File: config.mk
export PLATFORM = sky130hd
export DESIGN_NAME = dc_fifo_din_arbiter
export DESIGN_NICKNAME = d
export VERILOG_FILES = /design/src/rtl/dc_fifo_din_arbiter.sv
export SDC_FILE = /design/constraint.sdc
export NUM_CORES = 1
export LEC_CHECK = 0
export CORE_MARGIN = 1.5
export CORE_UTILIZATION = 36
export DETAILED_ROUTE_END_ITERATION = 7
export GPL_ROUTABILITY_DRIVEN = 0
export GPL_TIMING_DRIVEN = 0
export PLACE_DENSITY = 0.85
export SYNTH_ARGS = -nofsm -noshare
export SYNTH_HDL_FRONTEND = slang
export SYNTH_SLANG_ARGS = --single-unit
File: constraint.sdc
create_clock -name clk -period 3.05 [get_ports clk]
set_input_delay 0.61 -clock clk [delete_from_list [all_inputs] [get_ports clk]]
set_output_delay 0.61 -clock clk [all_outputs]
set_load 0.005 [all_outputs]
File: src/rtl/dc_fifo_din_arbiter.sv
// Purpose: round-robin packet arbiter feeding the din side of a dual-clock FIFO.
//          It holds each grant from a packet's first beat to its last beat and tags every beat with its source.
// Latency: zero cycles; the forwarding path is combinational.
// Backpressure: out_ready goes straight to the selected requester's in_ready. A beat that is presented stays selected until it is taken.
//
// Ports:
//   clk, rst              write-domain clock, synchronous active-high reset
//   in_data/valid/last    per-requester beat bus; requester i uses in_data[i*DATA_WIDTH +: DATA_WIDTH]
//   in_ready              per-requester accept; only the selected requester can see it high
//   out_data/last/id      beat to the FIFO din, tagged with the source index
//   out_valid, out_ready  handshake towards the FIFO (out_ready = FIFO not full)
//   busy                  high while a packet grant is held
module dc_fifo_din_arbiter #(
  parameter int N_REQ      = 4,
  parameter int DATA_WIDTH = 10,
  parameter int ID_WIDTH   = (N_REQ > 1) ? $clog2(N_REQ) : 1
) (
  input  logic                        clk,
  input  logic                        rst,
  input  logic [N_REQ*DATA_WIDTH-1:0] in_data,
  input  logic [N_REQ-1:0]            in_valid,
  input  logic [N_REQ-1:0]            in_last,
  output logic [N_REQ-1:0]            in_ready,
  output logic [DATA_WIDTH-1:0]       out_data,
  output logic                        out_last,
  output logic [ID_WIDTH-1:0]         out_id,
  output logic                        out_valid,
  input  logic                        out_ready,
  output logic                        busy
);

  typedef enum logic {IDLE, LOCKED} state_e;

  state_e              state_q, state_d;
  logic [ID_WIDTH-1:0] owner_q, owner_d;
  logic [ID_WIDTH-1:0] rr_ptr_q, rr_ptr_d;

  logic [ID_WIDTH-1:0] winner;
  logic                winner_found;
  logic [ID_WIDTH-1:0] sel;
  logic                active;
  logic                hs;

  // Successor index, wrapping at N_REQ so that non-power-of-two counts never reach an unused index.
  function automatic logic [ID_WIDTH-1:0] next_idx(input logic [ID_WIDTH-1:0] x);
    if (x == ID_WIDTH'(N_REQ - 1)) return '0;
    else                           return x + 1'b1;
  endfunction

  // Search rr_ptr, rr_ptr+1, ... modulo N_REQ for the first valid requester.
  // rr_ptr_q is always below N_REQ, so one conditional subtraction is enough to wrap.
  always_comb begin
    winner       = '0;
    winner_found = 1'b0;
    for (int k = 0; k < N_REQ; k++) begin
      int idx;
      idx = int'(rr_ptr_q) + k;
      if (idx >= N_REQ) idx = idx - N_REQ;
      if (!winner_found && in_valid[idx]) begin
        winner_found = 1'b1;
        winner       = idx[ID_WIDTH-1:0];
      end
    end
  end

  assign sel = (state_q == LOCKED) ? owner_q : winner;

  // When idle with no request, or while in reset, every output is forced low. No stale index or payload can leak out.
  assign active = !rst && ((state_q == LOCKED) || winner_found);

  always_comb begin
    in_ready  = '0;
    out_data  = '0;
    out_last  = 1'b0;
    out_id    = '0;
    out_valid = 1'b0;
    if (active) begin
      in_ready[sel] = out_ready;
      out_data      = in_data[int'(sel)*DATA_WIDTH +: DATA_WIDTH];
      out_last      = in_last[sel];
      out_id        = sel;
      out_valid     = in_valid[sel];
    end
  end

  assign hs   = out_valid && out_ready;
  assign busy = !rst && (state_q == LOCKED);

  // The arbiter locks as soon as a beat is presented, not only when it is accepted.
  // This keeps the selection stable while the FIFO is full, so out_valid never retracts a beat.
  always_comb begin
    state_d  = state_q;
    owner_d  = owner_q;
    rr_ptr_d = rr_ptr_q;
    case (state_q)
      IDLE: begin
        if (winner_found) begin
          if (hs && in_last[winner]) begin
            rr_ptr_d = next_idx(winner);
          end else begin
            state_d = LOCKED;
            owner_d = winner;
          end
        end
      end
      LOCKED: begin
        if (hs && in_last[owner_q]) begin
          state_d  = IDLE;
          rr_ptr_d = next_idx(owner_q);
        end
      end
      default: state_d = IDLE;
    endcase
  end

  always_ff @(posedge clk) begin
    if (rst) begin
      state_q  <= IDLE;
      owner_q  <= '0;
      rr_ptr_q <= '0;
    end else begin
      state_q  <= state_d;
      owner_q  <= owner_d;
      rr_ptr_q <= rr_ptr_d;
    end
  end

endmodule

==> reports/results.ini <==
[drt]
dr_total_vias=1589
drt_wl_total_microns=4440
route.detailed.drc=0
drt-pass1-iter-count=4
routed_via_density=5.97
initialDrtViolationCount=69
wl_per_cell_microns=16.7
antenna_left=0

[finish]
drive_above_1_share_pct=26.0
multi_input_area_sq_um=945
post-route-util_pct=73.5
fin_cells=266
fillCellCount=204
mostFrequentLayoutCell=clkdlybuf4s50_1
area_growth_pct=95.3
final_area_sq_mm=0.00201
regArea_sq_um=101
final_cell_mix=clkdlybuf4s50_1, a211oi_1, buf_4, nor2_1, mux2i_1
final_nets=288
antenna_cells=0

[min_path]
min-delay-path-class=reg -> reg

[floorplanning]
die_area_sq_mm=0.00319
io_pins=70
start_util_pct=37.7
fp.dieH_microns=56.5
fp.coreArea_sq_mm=0.00273
rows=19
die_x_microns=56.5

[job]
maxCapViolCount=0

[sta]
fmax_ghz=0.334
finClkSkew_ns=0.000312
min_period_ns=2.99
holdWs_ns=0.518
hold_viol=0
fin_crit_sh_pct=98.2
slew_headroom_pct=72.7
layout_setup_ws_ns=0.0561
slew_viol_final=0
worst_pin_slew_ns=0.408
final-setup-viol-count=0

[placement]
dp_hpwl_microns=3110
place_worst_setup_slack_ns=-1.11
numPortBuffers=68
post_dp_cell_area_sq_mm=0.00175
dpl.cell_count=244

[logic_synthesis]
syn_nets=197
synth.distinct_cells=43
ys_warn_count=0
postSynthCellCount=145
syn_area_sq_mm=0.00103
syn_avg_cell_area_sq_um=7.10
synthFlopType=dfxtp_1
synth-edff-count=0
synth_seq_cells=5
async_flop_share_pct=0
ys_seq_area_share_pct=9.72

[clocking]
worstSkewPairLatency_ns=0.24
clockBufferDepth=2
tritoncts=done
cts_hold_buf=0
cts_sinks=5
cts_root_buf=clkbuf_4
clk_pin_slew_ns=0.04
cts-buffers-inserted=3
h-tree-depth=1

[setup_path]
cp.arrival_ns=2.38
reg2regPathDepth=10
cp-start-kind=input pin
r2r_end=rr_ptr_q[1]$_SDFFE_PP0P_
critPathKind=in -> out
regToRegSetupSlack_ns=0.55
timing.critical_path.from=in_valid[2]
crit_required_ns=2.44
cp-end-kind=output port
path_max_fanout=6
endpoint=out_data[4]

[global_routing]
grt_antenna_before_repair=0
grt_pass1_vias=1615
grt_start_max_net_pins=11
grt_overflow=0
grt_pass1_wl_microns=6990
grt_use_total_pct=26.8

[power]
power.density_mw_per_mm2=289
p_leak_nw=0.801
peakVddDrop_mv=0.192

[run_status]
outcome=completed

## per-layer routing
metal	global-route usage, %	share of wire (%)	wire, microns	up-vias
li1	-	-	-	736
met2	47.7	50	2220	99
met5	0	0	0	-
met1	31.3	38	1710	735
met3	4.61	8.7	386	19
met4	10.9	2.9	129	0
## synthesized netlist by cell type (2+ instances only)
cell type,n,area share [%]
nand2_1,8,2.9
nor4_1,3,1.8
or2b_1,2,1.5
clkbuf_1,5,1.8
a21oi_1,3,1.5
a211oi_1,23,17
buf_2,3,1.5
or3_1,2,1.2
dfxtp_1,5,9.7
o21a_1,3,2.2
nor2_1,12,4.4
nand3_1,4,1.9
inv_1,6,2.2
o41ai_1,2,1.7
nor3_1,6,2.9
o21ai_0,8,3.9
nor2b_1,13,7.9
mux2i_1,12,12
## cell type report
class,count,area share [%]
tap,31,1.93
timing repair buffer,86,38.4
sequential,5,5.04
multi-input combinational,125,47.0
buffer,9,5.23
inverter,6,1.12
clock buffer,4,1.31
## critical path: stages
cell       delay (ns)
buf_6            0.11
nor2b_4          0.14
o21a_1           0.22
or3_4            0.39
o21ai_4          0.19
buf_6            0.15
clkbuf_16        0.13
a211oi_1         0.04
a211oi_1         0.24
buf_2            0.16
## how the worst min path moves through the flow
stage	startpoint	to	slack, ns	cells past startpoint
final	owner_q[1]$_SDFFE_PP0P_	owner_q[1]$_SDFFE_PP0P_	0.52	2
after global routing	owner_q[1]$_SDFFE_PP0P_	owner_q[1]$_SDFFE_PP0P_	0.55	2
after floorplan	owner_q[1]$_SDFFE_PP0P_	owner_q[1]$_SDFFE_PP0P_	0.46	2
after CTS	owner_q[1]$_SDFFE_PP0P_	owner_q[1]$_SDFFE_PP0P_	0.51	2
after global placement	owner_q[1]$_SDFFE_PP0P_	owner_q[1]$_SDFFE_PP0P_	0.48	2
after detailed placement	owner_q[1]$_SDFFE_PP0P_	owner_q[1]$_SDFFE_PP0P_	0.50	2
## kinds of logic (layout without fill, tap and decap cells)
family	Yosys count	in the layout	synth area share [%]
AOI/OAI and AO/OA	52	52	37.7
xor gates and xnor gates	1	1	0.851
adders and majority gates	1	1	1.21
buffers and inverters	15	105	6.20
DFF	5	5	9.72
muxes	14	14	14.2
and+or+nand+nor	57	57	30.1
## repair_timing
item                                    in CTS  in global routing
cloned                                       0                  1
setup buffers                               13                  4
endpoints found under the setup margin      18                 17
gates resized for setup                     82                 15
pin swaps                                   11                  5
## power by group
group	internal, mW	switching (mW)
sequential	0.0718	0.0109
combinational	0.234	0.187
clock	0.0495	0.0272
total	0.355	0.225
## per-stage QoR
step / setup TNS, ns / total power, mW
global placement: -17.33 / 0.416
floorplan: 0 / 0.261
detailed placement: -17.47 / 0.425
global route: -0.00299 / 0.618
CTS: 0 / 0.552
finish: 0 / 0.581
No activity file was read; power rests on OpenSTA's default activity.
